File: src/rtl/adiabatic_pclk_seq_if.sv
// Handshake and power-clock bundle between the adiabatic phase sequencer and
// the surrounding digital logic.
interface adiabatic_pclk_seq_if #(
    parameter int NSTAGE = 4
);
    logic              en;
    logic              in_valid;
    logic              in_ready;
    logic              out_valid;
    logic              busy;
    logic [NSTAGE-1:0] pc_up;
    logic [NSTAGE-1:0] pc_hold;
    logic [NSTAGE-1:0] pc_dn;

    // master = surrounding digital logic, slave = the sequencer itself
    modport master (
        output en, in_valid,
        input  in_ready, out_valid, busy, pc_up, pc_hold, pc_dn
    );

    modport slave (
        input  en, in_valid,
        output in_ready, out_valid, busy, pc_up, pc_hold, pc_dn
    );
endinterface

File: src/rtl/adiabatic_pclk_seq.sv
// Four-phase power-clock sequencer for an NSTAGE adiabatic pipeline: orderly
// fill/drain of stage gates, token tagging and launch/capture handshake.
module adiabatic_pclk_seq #(
    parameter int NSTAGE    = 4,
    parameter int PHASE_CYC = 4
) (
    input  logic                clk,
    input  logic                rst_n,
    adiabatic_pclk_seq_if.slave bus
);
    localparam int SUB_W = (PHASE_CYC > 1) ? $clog2(PHASE_CYC) : 1;
    localparam int PTR_W = $clog2(NSTAGE);

    typedef enum logic [1:0] {IDLE, FILL, RUN, DRAIN} state_t;

    state_t            state, state_nxt;
    logic [1:0]        mp, mp_nxt, mp_inc;
    logic [SUB_W-1:0]  sub, sub_nxt;
    logic [PTR_W-1:0]  ptr, ptr_nxt;
    logic [NSTAGE-1:0] gate, gate_nxt;
    logic [NSTAGE-1:0] tok, tok_nxt;
    logic [1:0]        ph [NSTAGE];
    logic [1:0]        last_ph_nxt;
    logic              boundary;
    logic              in_ready_w;
    logic [NSTAGE-1:0] up_w, hold_w, dn_w;

    assign boundary    = (state != IDLE) && (sub == SUB_W'(PHASE_CYC - 1));
    assign mp_inc      = mp + 2'd1;
    assign last_ph_nxt = mp_inc - 2'(NSTAGE - 1);

    // Launch window: last cycle of the wave that ends with mp wrapping to EVAL.
    assign in_ready_w  = ((state == FILL) || (state == RUN)) && bus.en && boundary && (mp == 2'd3);

    always_comb begin
        for (int k = 0; k < NSTAGE; k++) begin
            ph[k]     = mp - 2'(k);
            up_w[k]   = gate[k] && (ph[k] == 2'd0);
            hold_w[k] = gate[k] && (ph[k] == 2'd1);
            dn_w[k]   = gate[k] && (ph[k] == 2'd2);
        end
    end

    always_comb begin
        state_nxt = state;
        mp_nxt    = mp;
        sub_nxt   = sub;
        ptr_nxt   = ptr;
        gate_nxt  = gate;
        tok_nxt   = tok;

        if (state == IDLE) begin
            if (bus.en) begin
                state_nxt   = FILL;
                mp_nxt      = 2'd0;
                sub_nxt     = '0;
                gate_nxt[0] = 1'b1;
                ptr_nxt     = PTR_W'(1);
            end
        end else begin
            sub_nxt = boundary ? '0 : sub + SUB_W'(1);
            if (boundary) begin
                mp_nxt = mp_inc;

                // Tokens advance when the receiving stage enters EVAL.
                for (int k = NSTAGE - 1; k >= 1; k--) begin
                    if (mp_inc == 2'(k)) begin
                        tok_nxt[k]   = tok[k-1];
                        tok_nxt[k-1] = 1'b0;
                    end
                end
                if (last_ph_nxt == 2'd2) tok_nxt[NSTAGE-1] = 1'b0;
                if (in_ready_w && bus.in_valid) tok_nxt[0] = 1'b1;

                case (state)
                    FILL: begin
                        gate_nxt[ptr] = 1'b1;
                        ptr_nxt       = ptr + PTR_W'(1);
                        if (ptr == PTR_W'(NSTAGE - 1)) begin
                            state_nxt = RUN;
                            ptr_nxt   = '0;
                        end
                    end
                    RUN: begin
                        if ((mp_inc == 2'd0) && !bus.en) begin
                            state_nxt   = DRAIN;
                            gate_nxt[0] = 1'b0;
                            ptr_nxt     = PTR_W'(1);
                        end
                    end
                    DRAIN: begin
                        gate_nxt[ptr] = 1'b0;
                        ptr_nxt       = ptr + PTR_W'(1);
                        if (ptr == PTR_W'(NSTAGE - 1)) begin
                            state_nxt = IDLE;
                            mp_nxt    = 2'd3;
                            sub_nxt   = '0;
                            ptr_nxt   = '0;
                        end
                    end
                    default: ;
                endcase
            end
        end
    end

    always_ff @(posedge clk or negedge rst_n) begin
        if (!rst_n) begin
            state <= IDLE;
            mp    <= 2'd3;
            sub   <= '0;
            ptr   <= '0;
            gate  <= '0;
            tok   <= '0;
        end else begin
            state <= state_nxt;
            mp    <= mp_nxt;
            sub   <= sub_nxt;
            ptr   <= ptr_nxt;
            gate  <= gate_nxt;
            tok   <= tok_nxt;
        end
    end

    assign bus.pc_up     = up_w;
    assign bus.pc_hold   = hold_w;
    assign bus.pc_dn     = dn_w;
    assign bus.in_ready  = in_ready_w;
    assign bus.busy      = (state != IDLE);
    assign bus.out_valid = gate[NSTAGE-1] && tok[NSTAGE-1] && (ph[NSTAGE-1] == 2'd1) && (sub == '0);

    mutex_a: assert property (@(posedge clk) disable iff (!rst_n)
        ((up_w & hold_w) | (up_w & dn_w) | (hold_w & dn_w)) == '0);
endmodule

File: src/flat_wrapper.sv
// flat-port wrapper written by rule: the top's interface ports become plain ports
module adiabatic_pclk_seq_flat 
#(
    parameter int NSTAGE    = 4,
    parameter int PHASE_CYC = 4
)
  (clk, rst_n, bus_en, bus_in_valid, bus_in_ready, bus_out_valid, bus_busy, bus_pc_up, bus_pc_hold, bus_pc_dn);
  adiabatic_pclk_seq_if #(.NSTAGE(NSTAGE)) bus_i ();
  input  logic clk;
  input  logic rst_n;
  input wire logic [$bits(bus_i.en)-1:0] bus_en;
  input wire logic [$bits(bus_i.in_valid)-1:0] bus_in_valid;
  output wire logic [$bits(bus_i.in_ready)-1:0] bus_in_ready;
  output wire logic [$bits(bus_i.out_valid)-1:0] bus_out_valid;
  output wire logic [$bits(bus_i.busy)-1:0] bus_busy;
  output wire logic [$bits(bus_i.pc_up)-1:0] bus_pc_up;
  output wire logic [$bits(bus_i.pc_hold)-1:0] bus_pc_hold;
  output wire logic [$bits(bus_i.pc_dn)-1:0] bus_pc_dn;
  assign bus_i.en = bus_en;
  assign bus_i.in_valid = bus_in_valid;
  assign bus_in_ready = bus_i.in_ready;
  assign bus_out_valid = bus_i.out_valid;
  assign bus_busy = bus_i.busy;
  assign bus_pc_up = bus_i.pc_up;
  assign bus_pc_hold = bus_i.pc_hold;
  assign bus_pc_dn = bus_i.pc_dn;
  adiabatic_pclk_seq #(.NSTAGE(NSTAGE), .PHASE_CYC(PHASE_CYC)) u_core (.clk(clk), .rst_n(rst_n), .bus(bus_i));
endmodule
File: config.mk
export PLATFORM = sky130hd
export DESIGN_NAME = adiabatic_pclk_seq_flat
export DESIGN_NICKNAME = d
export VERILOG_FILES = /design/src/rtl/adiabatic_pclk_seq_if.sv /design/src/rtl/adiabatic_pclk_seq.sv /design/src/flat_wrapper.sv
export SDC_FILE = /design/constraint.sdc
export NUM_CORES = 1
export LEC_CHECK = 0
export BUFFER_PORTS_ARGS = -buffer_cell sky130_fd_sc_hd__buf_2
export CAP_MARGIN = 20
export CORE_MARGIN = 8
export CORE_UTILIZATION = 49
export DETAILED_ROUTE_END_ITERATION = 16
export PLACE_DENSITY = 0.81
export SYNTH_ARGS = -nofsm -noshare
export SYNTH_HDL_FRONTEND = slang
export SYNTH_SLANG_ARGS = --single-unit
File: constraint.sdc
create_clock -name clk -period 1.6 [get_ports clk]
set_input_delay 0.32 -clock clk [delete_from_list [all_inputs] [get_ports clk]]
set_output_delay 0.32 -clock clk [all_outputs]
set_load 0.03 [all_outputs]
[Word level (Yosys, flattened, before mapping)]
Index checks and enable logic that the tools add are counted.
Word-level totals
  register bits after elaboration: 16
  output and inout bits: 15
  logic and storage cells: 130
Cells by class
  add/sub/neg operators: 7
  $lt $le $gt $ge: 2
  equality and inequality tests: 22
  mux-type cells: 35
  bitwise operators: 4
  reduce and logical (&&, ||, !) cells: 50
Operators by type and width (number)
  two-way mux 2 bit: 23
  == test 2 bit (second input constant): 12
  logical AND 1 bit: 22
  AND reduction 3 bit: 5
  zero test 2 bit: 7
  nonzero test 2 bit: 7
  == test 2 x 1 -> 1 bit (second input constant): 6
  AND reduction 4 bit: 2
  two-way mux 1 bit: 7
  adder 2 x 1 -> 2 bit (second input constant): 3
  inequality test 3 bit (second input constant): 2
  one-hot mux 2 bit (3 select lines): 1
  one-hot mux 3 bit (2 select lines): 1
  AND reduction 6 bit: 1
  subtractor 2 bit (second input constant): 3
  AND 4 bit: 1
  inverter 4 bit: 1
  bitwise OR 4 bit: 1
  one-hot mux 2 bit (2 select lines): 1
  nonzero test 4 bit: 1
  less-than comparator 2 x 3 -> 1 bit (second input constant): 1
  inequality test 3 x 1 -> 1 bit (second input constant): 1
  one-hot mux 1 bit (3 select lines): 1
  nonzero test 3 bit: 1
  other kinds (9): 9

[Depth between registers and ports, before layout]
  word-level depth: 9
  gate-level depth with buffers: 6
  gate-level depth less buffers: 5

[Worst setup path before layout]
Ideal clock, no wire load.
  path kind: register to output
  start point: register u_core.state[0]
  end point: output port bus_in_ready
  arrival time: 1514 ps
  data required time: 1280 ps
  path slack: -234 ps
  stages on the path, launching flop included: 6
  path through: dfrtp_1 -> inv_1 -> ha_1 -> clkbuf_1 -> nand2b_1 -> nor2_1
Between the ends
  cells in the longest elaborated chain, start to end: 5
Ends and longest elaborated chain
  from (decl): line adiabatic_pclk_seq.sv:16  | state_t state, state_nxt;
  from (signal assigned): line adiabatic_pclk_seq.sv:116  | state <= state_nxt;
  == test 2 x 1 -> 1 bit / == test 2 bit (equally long branches): line adiabatic_pclk_seq.sv:33  | assign in_ready_w = ((state == FILL) || (state == RUN)) && bus.en && boundary && (mp == 2'd3);
  logical OR 1 bit: line adiabatic_pclk_seq.sv:33
  logical AND 1 bit: line adiabatic_pclk_seq.sv:33
  logical AND 1 bit * (2 in series): line adiabatic_pclk_seq.sv:33
  to (decl): line flat_wrapper.sv:13  | output wire logic [$bits(bus_i.in_ready)-1:0] bus_in_ready;
Mark *: on every way between the ends. The rest lies on a longest branch, timed or not.

[Final worst setup path]
  start point: register u_core.mp[1]
  end point: output port bus_out_valid
Between the ends
  cells in the longest elaborated chain, start to end: 4
Ends and longest elaborated chain
  from (decl): line adiabatic_pclk_seq.sv:17  | logic [1:0] mp, mp_nxt, mp_inc;
  from (signal assigned): line adiabatic_pclk_seq.sv:117  | mp <= mp_nxt;
  subtractor 2 bit: line adiabatic_pclk_seq.sv:37  | ph[k] = mp - 2'(k);
  == test 2 x 1 -> 1 bit: line adiabatic_pclk_seq.sv:130  | assign bus.out_valid = gate[NSTAGE-1] && tok[NSTAGE-1] && (ph[NSTAGE-1] == 2'd1) && (sub == '0);
  logical AND 1 bit (2 in series): line adiabatic_pclk_seq.sv:130
  to (decl): line flat_wrapper.sv:14  | output wire logic [$bits(bus_i.out_valid)-1:0] bus_out_valid;
No other way between the ends.

==> out/qor.yml <==
maxCapViolations: 0
async_flop_share: 1.00
synth_edf_count: 0
worstRegToRegCells: 9
ff2ff_setup_slack_ns: -0.26
violations: "negative setup slack"
root_buffer: "clkbuf_4"
core_area_mm2: 0.00215
post-route-period-util: 1.20
drtIter0Drc: 84
start_kind: "flop"
path_class: "flop to primary output"
yosys.area_share.simple: 0.151
rows: 17
worstSetupEndpointType: "primary output"
vdd_drop_max_v: 0.00165
rsz0062_at_grt: "yes"
yosysTopAreaCell: "dfrtp_1"
grt_max_degree: 17
layout-drive-gt1-share: 0.584
ios: 19
synth_compound_area_frac: 0.177
finalMaxSlewViolations: 0
grt_antenna_before_repair: 0
avgViaCountPerCell: 6.05
clk_pin_slew_ns: 0.10
worstPathRequired_ns: 1.28
synthTopCellsByArea: "dfrtp_1 32%, ha_1 18%, and2_1 6.9%"
crit_path_start: "u_core.mp[1]"
area_growth_pct: 68.1
die_w_um: 63.1
hold_class: "input port to flop"
dieArea_mm2: 0.00398
cp_max_fo: 4
synth_cell_types: 34
dp_hpwl_um: 2060
grt_pass1_wl_um: 5860
fin_cells: 194
worstHoldEndpoint: "u_core.tok[0]"
slew_headroom: 0.732
ys_warn_count: 0
routed_wl_um: 4470
numCtsBuffers: 3
synth_top_family_by_area: "adder cells"
initial_core_util: 0.506
layout_setup_ws_ns: -0.327
dp.cells: 172
fmax_mhz: 519
status: "complete, but fails checks"
syn-instance-count: 108
rr_endpoint: "u_core.gate[0]"
final_cell_mix: "30 x buf_4, 22 x buf_6, 14 x dfrtp_1"
dp_slack_ns: -0.149
cts_max_level: 1
synth_fp_nets: 128
cts.sinks: 16
final_common_cell: "buf_4"
hold_viol_final: 0
synth-seq-area-share: 0.371
drcViolationCount: 0
nFillCells: 106
setup_violations: 21
syn_area_per_cell_um2: 10.1
fin_worst_skew_ns: 0.00247
diodes: 0
netlist_area_mm2: 0.00109
synth_xor_area_frac: 0
die_h_um: 63.1
holdPathStages: 2
ant_nets: 0
p_per_area_mw_per_mm2: 2270
vias: 1174
cts.path.max_buffers: 2
grt-ovfl-total: 0
yosys-mux-area-fraction: 0.0599
critical_path_arrival_ns: 1.61
cts_tree: "done"
gr-usage-all-layers: 0.184
nets: 187
grt_pass1_vias: 1158
synth_top_area_frac: 0.323
portBuffers: 18
hp-start: "bus_in_valid"
leakage_nw: 0.886
reg2reg_from: "u_core.state[1]"
first_pass_iters: 4
synth-main-ff-cell: "dfrtp_1"
clk_latency_ns: 0.31
synthAdderAreaFrac: 0.184
wl_per_cell_um: 23.1
gpl.final_weighted_congestion: 0.863
worst_pin_slew_ns: 0.401
layout_min_cycle_time_ns: 1.93
synth_seq_cells: 16
-- power by group --
group	leakage [nW]	switching [mW]	total, mW	internal [mW]
clock	0.0150	0.149	0.246	0.0977
sequential	0.198	0.230	0.821	0.591
combinational	0.673	1.52	3.08	1.56
total	0.886	1.90	4.15	2.25
-- routing by layer --
| layer | up-vias | global-route usage | part of all wire |
|---|---|---|---|
| met5 | - | 0 | 0 |
| met4 | 0 | 0.142 | 0.072 |
| met3 | 26 | 0.0495 | 0.064 |
| met2 | 71 | 0.296 | 0.47 |
| met1 | 579 | 0.200 | 0.39 |
| li1 | 498 | - | - |
-- repair_timing --
item                                    in CTS  in global routing
hold buffers                                 1                  0
hold endpoints to repair                    14                  0
endpoints found under the setup margin      23                 24
pin swaps                                    6                  5
gates resized for setup                     52                 24
buffers inserted                            11                  8
-- final cells by class --
| class | instances | area (um^2) | area share |
|---|---|---|---|
| multi-input combinational | 78 | 810 | 0.443 |
| inverter | 11 | 48.8 | 0.0267 |
| timing repair buffer | 57 | 503 | 0.276 |
| clock buffer | 4 | 26.3 | 0.0144 |
| tap | 28 | 35.0 | 0.0192 |
| sequential | 16 | 403 | 0.221 |
-- worst max path at each step --
stage / end / slack [ns] / cells after the start
4_1_cts: bus_out_valid / -0.25 / 5
6_report: bus_out_valid / -0.33 / 5
5_1_grt: bus_out_valid / -0.35 / 5
3_5_place_dp: u_core.state[1] / -0.15 / 5
2_1_floorplan: u_core.state[1] / -0.05 / 5
3_3_place_gp: u_core.state[1] / -0.09 / 5
-- synth_stat cells (3+ instances only) --
cell,count
ha_1,16
dfrtp_1,14
and2_1,12
inv_1,10
a31oi_1,6
mux2i_1,5
nor2_1,5
nand2_1,4
a21oi_1,3
o21ai_0,3
-- stage by stage --
| stage | hold slack, ns | cell area, um^2 | utilization | setup TNS [ns] | power, mW |
|---|---|---|---|---|---|
| final | 0.234 | 1830 | 0.850 | -4.68 | 4.15 |
| after global routing | 0.263 | 1830 | 0.850 | -5.34 | 4.30 |
| after CTS | 0.246 | 1680 | 0.780 | -3.03 | 3.42 |
| after detailed placement | 0.265 | 1370 | 0.639 | -0.297 | 2.65 |
| after global placement | 0.250 | 1370 | 0.639 | -0.153 | 2.55 |
| after floorplan | 0.0244 | 1110 | - | -0.0493 | 1.94 |
-- cell families (layout without fill, tap and decap cells) --
family                     after synthesis  count (layout)
adders and majority gates               16              16
buffers and inverters                   14              72
muxes                                    6               6
AOI/OAI and AO/OA                       26              26
DFF                                     16              16
and+or+nand+nor                         30              30
-- critical path, cell delays in order (launching register included) --
cell and delay (ns):
dfstp_2 0.64, inv_4 0.07, ha_4 0.17, and2_4 0.14, and3_4 0.14, buf_6 0.13
Power figures use the tool's default switching activity.
